--- config.mk ---
export PLATFORM = sky130hd
export DESIGN_NAME = ps2_scancode_rx
export DESIGN_NICKNAME = d
export VERILOG_FILES = /design/src/rtl/ps2_scancode_rx.sv
export SDC_FILE = /design/constraint.sdc
export NUM_CORES = 1
export LEC_CHECK = 0
export CORE_ASPECT_RATIO = 0.8
export CORE_MARGIN = 2
export CORE_UTILIZATION = 43
export DETAILED_ROUTE_END_ITERATION = 8
export RECOVER_POWER = 50
export REMOVE_ABC_BUFFERS = 1
export SLEW_MARGIN = 25
export SYNTH_ARGS = -nofsm -noshare
export SYNTH_HDL_FRONTEND = slang
export SYNTH_SLANG_ARGS = --single-unit
--- constraint.sdc ---
create_clock -name clk -period 3.6 [get_ports clk]
set_input_delay 0.72 -clock clk [delete_from_list [all_inputs] [get_ports clk]]
set_output_delay 0.72 -clock clk [all_outputs]
set_load 0.02 [all_outputs]
--- src/rtl/ps2_scancode_rx.sv ---
// rtl/ps2_scancode_rx.sv - PS/2 device-to-host frame receiver with E0/F0 prefix folding
// Optional PS2_PARITY_CHECK_EN: when defined, odd-parity mismatches discard the frame.
module ps2_scancode_rx #(
    parameter int FILTER_LEN  = 8,
    parameter int TIMEOUT_CYC = 50000
) (
    input  logic       clk,
    input  logic       reset,
    input  logic       ps2_clk_i,
    input  logic       ps2_dat_i,
    output logic       code_ready,
    output logic [9:0] scan_code,
    output logic       frame_err
);

    localparam int FW = (FILTER_LEN > 2) ? $clog2(FILTER_LEN) : 1;
    localparam int TW = $clog2(TIMEOUT_CYC);
    localparam logic [FW-1:0] FILT_LAST = FW'(FILTER_LEN - 1);
    localparam logic [TW-1:0] TO_LAST   = TW'(TIMEOUT_CYC - 1);

    typedef enum logic [1:0] {
        S_IDLE,
        S_DATA,
        S_PARITY,
        S_STOP
    } state_t;

    // Index 0 is the PS/2 clock line, index 1 the data line.
    logic [1:0]    sync1_q, sync2_q, filt_q;
    logic [FW-1:0] fcnt_q [2];
    logic          clk_prev_q;
    logic          fall;
    logic          dat_f;

    state_t        state_q, state_d;
    logic [2:0]    bit_cnt_q;
    logic [7:0]    shift_q;
    logic [TW-1:0] to_cnt_q;
    logic          ext_q, brk_q;
    logic          timeout;
    logic          par_ok;
    logic          byte_ok;
    logic          err;

    always_ff @(posedge clk or posedge reset) begin
        if (reset) begin
            sync1_q <= 2'b11;
            sync2_q <= 2'b11;
            filt_q  <= 2'b11;
            for (int i = 0; i < 2; i++) begin
                fcnt_q[i] <= '0;
            end
        end else begin
            sync1_q <= {ps2_dat_i, ps2_clk_i};
            sync2_q <= sync1_q;
            for (int i = 0; i < 2; i++) begin
                if (sync2_q[i] == filt_q[i]) begin
                    fcnt_q[i] <= '0;
                end else if (fcnt_q[i] == FILT_LAST) begin
                    filt_q[i] <= sync2_q[i];
                    fcnt_q[i] <= '0;
                end else begin
                    fcnt_q[i] <= fcnt_q[i] + FW'(1);
                end
            end
        end
    end

    assign fall  = clk_prev_q & ~filt_q[0];
    assign dat_f = filt_q[1];

`ifdef PS2_PARITY_CHECK_EN
    logic par_q;

    always_ff @(posedge clk or posedge reset) begin
        if (reset) begin
            par_q <= 1'b0;
        end else if (fall && state_q == S_PARITY) begin
            par_q <= dat_f;
        end
    end

    assign par_ok = ^{shift_q, par_q};
`else
    assign par_ok = 1'b1;
`endif

    always_ff @(posedge clk or posedge reset) begin
        if (reset) begin
            state_q <= S_IDLE;
        end else begin
            state_q <= state_d;
        end
    end

    always_comb begin
        state_d = state_q;
        byte_ok = 1'b0;
        err     = 1'b0;
        timeout = (state_q != S_IDLE) && (to_cnt_q == TO_LAST);
        if (timeout) begin
            state_d = S_IDLE;
            err     = 1'b1;
        end else if (fall) begin
            case (state_q)
                S_IDLE: begin
                    if (!dat_f) begin
                        state_d = S_DATA;
                    end else begin
                        err = 1'b1;
                    end
                end
                S_DATA: begin
                    if (bit_cnt_q == 3'd7) begin
                        state_d = S_PARITY;
                    end
                end
                S_PARITY: state_d = S_STOP;
                S_STOP: begin
                    state_d = S_IDLE;
                    if (dat_f && par_ok) begin
                        byte_ok = 1'b1;
                    end else begin
                        err = 1'b1;
                    end
                end
                default: state_d = S_IDLE;
            endcase
        end
    end

    always_ff @(posedge clk or posedge reset) begin
        if (reset) begin
            clk_prev_q <= 1'b1;
            bit_cnt_q  <= '0;
            shift_q    <= '0;
            to_cnt_q   <= '0;
            ext_q      <= 1'b0;
            brk_q      <= 1'b0;
            code_ready <= 1'b0;
            frame_err  <= 1'b0;
            scan_code  <= '0;
        end else begin
            clk_prev_q <= filt_q[0];
            code_ready <= 1'b0;
            frame_err  <= err;

            if (fall || state_q == S_IDLE) begin
                to_cnt_q <= '0;
            end else begin
                to_cnt_q <= to_cnt_q + TW'(1);
            end

            if (fall && state_q == S_IDLE) begin
                bit_cnt_q <= '0;
            end
            if (fall && state_q == S_DATA) begin
                shift_q   <= {dat_f, shift_q[7:1]};
                bit_cnt_q <= bit_cnt_q + 3'd1;
            end

            // Prefixes only arm flags; any other good byte consumes them.
            if (err) begin
                ext_q <= 1'b0;
                brk_q <= 1'b0;
            end else if (byte_ok) begin
                if (shift_q == 8'hE0) begin
                    ext_q <= 1'b1;
                end else if (shift_q == 8'hF0) begin
                    brk_q <= 1'b1;
                end else begin
                    scan_code  <= {ext_q, brk_q, shift_q};
                    code_ready <= 1'b1;
                    ext_q      <= 1'b0;
                    brk_q      <= 1'b0;
                end
            end
        end
    end

endmodule

After elaboration in Yosys (flattened, before gate mapping)
Index checks and enable logic that the tools add are counted.
{"block": "word_totals", "reg_bits": 56, "inputBits": 4, "out_inout_bits": 12, "word_cells": 89}
{"block": "classes", "addsub": 4, "eq_ne": 15, "mux": 32, "n_bitwise": 7, "reduce_logical": 15}
{"op": "$mux W1", "count": 19}
{"op": "$mux W3", "count": 6}
{"op": "$add A16 B1 Y16 const B", "count": 1}
{"op": "$eq A16 B16 Y1 const B", "count": 1}
{"op": "$eq A8 B8 Y1 const B", "count": 2}
{"op": "$mux W16", "count": 1}
{"op": "$add A3 B1 Y3 const B", "count": 3}
{"op": "$eq A3 B3 Y1 const B", "count": 3}
{"op": "$ne A3 B3 Y1 const B", "count": 3}
{"op": "$mux W2", "count": 4}
{"op": "$pmux W2 S4", "count": 1}
{"op": "$reduce_and A2 Y1", "count": 4}
{"op": "$reduce_bool A2 Y1", "count": 4}
{"op": "$not A1 Y1", "count": 6}
{"op": "$eq A2 B2 Y1 const B", "count": 2}
{"op": "$reduce_and A4 Y1", "count": 1}
{"op": "$logic_and A1 B1 Y1", "count": 3}
{"op": "$reduce_and A3 Y1", "count": 1}
{"op": "$eq A1 B1 Y1", "count": 2}
{"op": "$eq A2 B1 Y1 const B", "count": 1}
{"op": "$logic_not A2 Y1", "count": 1}
{"op": "$ne A2 B2 Y1 const B", "count": 1}
{"op": "$pmux W1 S2", "count": 1}
{"op": "$and A1 B1 Y1", "count": 1}
{"op": "$logic_or A1 B1 Y1", "count": 1}

Logic depth before layout (Yosys ltp)
{"block": "depth", "word_depth": 6, "mapped_depth": 7, "depth_no_buf": 6}

Worst setup path before layout
Ideal clock, no wire load.
{"block": "synth_timing", "kind": "reg2reg", "startpoint": "reg state_q[0]", "endpoint": "reg scan_code[0]", "setup_ns": 0.125, "arrival_ns": 1.695, "required_time_ns": 3.475, "setup_slack_ns": 1.781, "path_stages_with_launch": 8, "n_path_buf": 1, "synth_period_minus_slack_ns": 1.819, "cell_sequence": "dfrtp_1 > inv_1 > ha_1 > nor3b_1 > nand3_1 > o211ai_2 > buf_6 > mux2_2"}
{"block": "synth_via", "elab_chain_len": 6, "elab_cells_between_ends": 12, "cone_classes": "eq/ne: 1; mux: 6; bitwise: 1; reduce/logical: 4"}
{"item": "start: declaration", "line_no": "35", "text": "state_t state_q, state_d;"}
{"item": "start signal: assignment", "line_no": "92", "text": "state_q <= state_d;"}
{"item": "$eq A2 B2 Y1 or $logic_not A2 Y1 (tied branches)", "line_no": "105", "text": "case (state_q)"}
{"item": "$pmux W1 S2", "line_no": "105"}
{"item": "$mux W1", "line_no": "104", "text": "end else if (fall) begin"}
{"item": "$mux W1", "line_no": "101", "text": "if (timeout) begin"}
{"item": "$not A1 Y1 (no source line)"}
{"item": "$reduce_and A4 Y1 (no source line) *"}
{"item": "end signal: assignment", "line_no": "172", "text": "scan_code <= {ext_q, brk_q, shift_q};"}
{"item": "end: declaration", "line_no": "12", "text": "output logic [9:0] scan_code,"}
Every way passes the cells marked *; elsewhere a longest branch is shown, timed or not.
A chain may end at the register's enable or synchronous reset.

==> impl_metrics.json <==
{
  "die_area_sq_mm": 0.00635,
  "port_buffers": 15,
  "cts_buffers": 5,
  "ys_ff_latch": 56,
  "core_area_sq_mm": 0.00550,
  "grt_antenna_before_repair": 0,
  "initial_core_util_pct": 44.8,
  "syn-instance-count": 199,
  "worst-slew-pin-transition_ns": 1.35,
  "netlist_area_sq_mm": 0.00246,
  "clkLatencyLatePin_ns": 0.31,
  "leakagePower_uw": 0.00127,
  "place_hpwl_um": 3410,
  "antenna_left": 0,
  "grt_overflow": 0,
  "cts.hold.buffers_added": 0,
  "synth_cell_type_count": 39,
  "power_switching_uw": 476,
  "cts_tree": "yes",
  "grt_pass1_vias": 1727,
  "io_pins": 16,
  "hold_path_class": "flop to flop",
  "tns_ns": 0,
  "hold_start": "sync1_q[1]",
  "r2r_start": "state_q[0]",
  "finalCriticalPeriod_ns": 2.41,
  "areaGrowthSynthToFinish_pct": 14.1,
  "clock_skew_ns": 0.00935,
  "via_count": 1594,
  "final_nets": 236,
  "synth_common_cells": "dfrtp_1 (49), mux2_2 (20), nor2_1 (14), ha_1 (12), nand2_1 (11)",
  "avgSynthCellArea_sq_um": 12.4,
  "crit_fanout": 27,
  "final_layout_size_suffix_gt1_share_pct": 18.1,
  "path_cells": "dlygate4sd3_1 > inv_1 > clkbuf_1",
  "grt_max_degree": 28,
  "worst_setup_path_end_kind": "asynchronous set/reset pin",
  "antennaDiodeCount": 0,
  "synth.most_common_cell": "dfrtp_1",
  "ys.flop_type": "dfrtp_1",
  "first_pass_iters": 4,
  "p_sw_share_pct": 31.0,
  "intPower_uw": 1060,
  "power.total_uw": 1530,
  "ys_seq_area_share_pct": 57.3,
  "grt.total_usage_pct": 16.4,
  "drt-initial-drc-count": 97,
  "status": "completed",
  "clkPwrFrac_pct": 26.2,
  "hold_viol": 0,
  "postCtsResizedCells": 0,
  "max-cap-violations": 0,
  "max-slew-margin-rel_pct": 9.71,
  "ys_top_cells_by_area": "dfrtp_1 (50%), mux2_2 (9.2%), dfstp_2 (7.5%)",
  "peakVddDrop_v": 0.000258,
  "cts_setup_buffers": 0,
  "cp-startpoint": "reset",
  "critical-path-max-stage-delay_ns": 1.04,
  "synth-async-reset-ratio_pct": 100,
  "finalWirelength_um": 4570,
  "crit_arrival_ns": 2.61,
  "nFillCells": 496,
  "synth.largest_area_cell": "dfrtp_1",
  "slew_violations": 0,
  "cts-root-buf": "clkbuf_8",
  "worst_path_max_delay_cell": "clkbuf_1",
  "register_area_sq_mm": 0.00141,
  "fp-row-count": 24,
  "worst_hold_slack_ns": 0.361,
  "routed_via_density": 5.33,
  "cts_max_path_buffers": 2,
  "p_seq_share_pct": 51.7,
  "wl_per_cell_um": 15.3,
  "setup.worst_path.start_class": "primary input",
  "min_period_over_period_pct": 66.9,
  "cts.clk_slew.worst_paths_ns": 0.09,
  "synth_edf_count": 0,
  "path_class": "primary input to asynchronous set/reset pin",
  "worstPathRequired_ns": 3.80,
  "powerDensity_mw_per_mm2": 546,
  "grt_pass1_wl_um": 8020,
  "multiInputGateArea_sq_mm": 0.00101,
  "gp_congestion": 0.830,
  "drcViolationCount": 0,
  "grt_setup_unrepaired": "false",
  "die_h_um": 71.7,
  "max_clock_freq_ghz": 0.415,
  "htreeDepth": 2,
  "comb_power_share_pct": 22.1,
  "setup_violations": 0,
  "yosysTopAreaCellShare_pct": 49.8,
  "cts.sinks": 56,
  "yosys_warnings": 0,
  "dieWidth_um": 88.6
}
==> cell usage in the layout, fill, tap and decap left out, types with 3 or more instances in the layout <==
| cell | netlist | layout |
|---|---|---|
| nand4_1 | 4 | 4 |
| nor4_1 | 3 | 3 |
| clkbuf_8 | 0 | 5 |
| nor3_1 | 6 | 6 |
| xnor2_1 | 7 | 7 |
| a21oi_1 | 4 | 4 |
| nor2_1 | 14 | 14 |
| dfrtp_1 | 49 | 49 |
| dlygate4sd3_1 | 0 | 3 |
| nor3b_1 | 3 | 3 |
| o21ai_0 | 9 | 9 |
| ha_1 | 12 | 12 |
| nand2_1 | 11 | 11 |
| inv_1 | 5 | 5 |
| mux2_2 | 20 | 20 |
| nand3_1 | 6 | 6 |
| clkdlybuf4s50_1 | 0 | 12 |
| dfstp_2 | 7 | 5 |
| xor2_1 | 5 | 5 |
| nor2b_1 | 3 | 3 |
==> path summary, 6_finish.rpt <==
check                                to  slack [ns]  cells past startpoint
max                               ext_q        1.19                      3
min                          sync2_q[1]        0.36                      0
min in group asynchronous   to_cnt_q[4]        0.82                      2
max in group clk           scan_code[8]        1.30                      6
max reg2reg                scan_code[8]        1.30                      6
min reg2reg                  sync2_q[1]        0.36                      0
==> area by class of cell <==
class	count	share of cell area (%)
Inverter	5	0.668
Sequential cell	56	50.2
Clock inverter	3	1.52
Timing Repair Buffer	17	5.61
Multi-Input combinational cell	135	36.1
Clock buffer	5	2.45
Tap cell	78	3.48
==> critical path, delay by kind of cell <==
kind / cells / cell delay (ns)
buffers and inverters: 3 / 1.87
==> sequential cells by signal, indices dropped and copies added, names as in the netlist <==
| name | cells |
|---|---|
| to_cnt_q | 16 |
| scan_code | 10 |
| shift_q | 8 |
| fcnt_q | 6 |
| bit_cnt_q | 3 |
| filt_q | 2 |
| state_q | 2 |
| sync1_q | 2 |
| sync2_q | 2 |
| brk_q | 1 |
| clk_prev_q | 1 |
| code_ready | 1 |
| ext_q | 1 |
| frame_err | 1 |
==> stage by stage <==
step                      instances  instance area (sq um)  setup slack, ns  utilization (%)
after floorplan                 196                   2440             1.52                -
after global placement          291                   2700             1.51             49.2
after detailed placement        291                   2700             1.35             49.2
after CTS                       299                   2820             1.33             51.2
after global routing            299                   2810            0.761             51.1
final                           299                   2810             1.19             51.1
==> metal layers <==
metal	GRT usage [%]	vias up	wire length, um	share of wire, %
met1	22.8	810	2200	48
met4	6.06	0	63	1.4
met2	25.6	28	2180	48
met3	3.57	6	123	2.7
met5	0	-	0	0
li1	-	750	-	-
==> cell families (layout without fill, tap and decap cells) <==
logic type / after synthesis / count (layout) / share of synthesized area, %
AOI/OAI and AO/OA: 23 / 23 / 6.31
xor gates and xnor gates: 12 / 12 / 4.27
adders and majority gates: 12 / 12 / 6.10
buffers and inverters: 8 / 30 / 1.53
DFF: 56 / 56 / 57.3
muxes: 20 / 20 / 9.16
and+or+nand+nor: 68 / 68 / 15.3
==> power groups by stage <==
stage	Sequential (uW)	Combinational [uW]	Clock [uW]
3_5_place_dp	808	342	0
4_1_cts	795	345	416
3_3_place_gp	801	308	0
2_1_floorplan	788	246	0
6_report	793	338	402
5_1_grt	803	386	449
No activity file was read; power rests on OpenSTA's default activity.
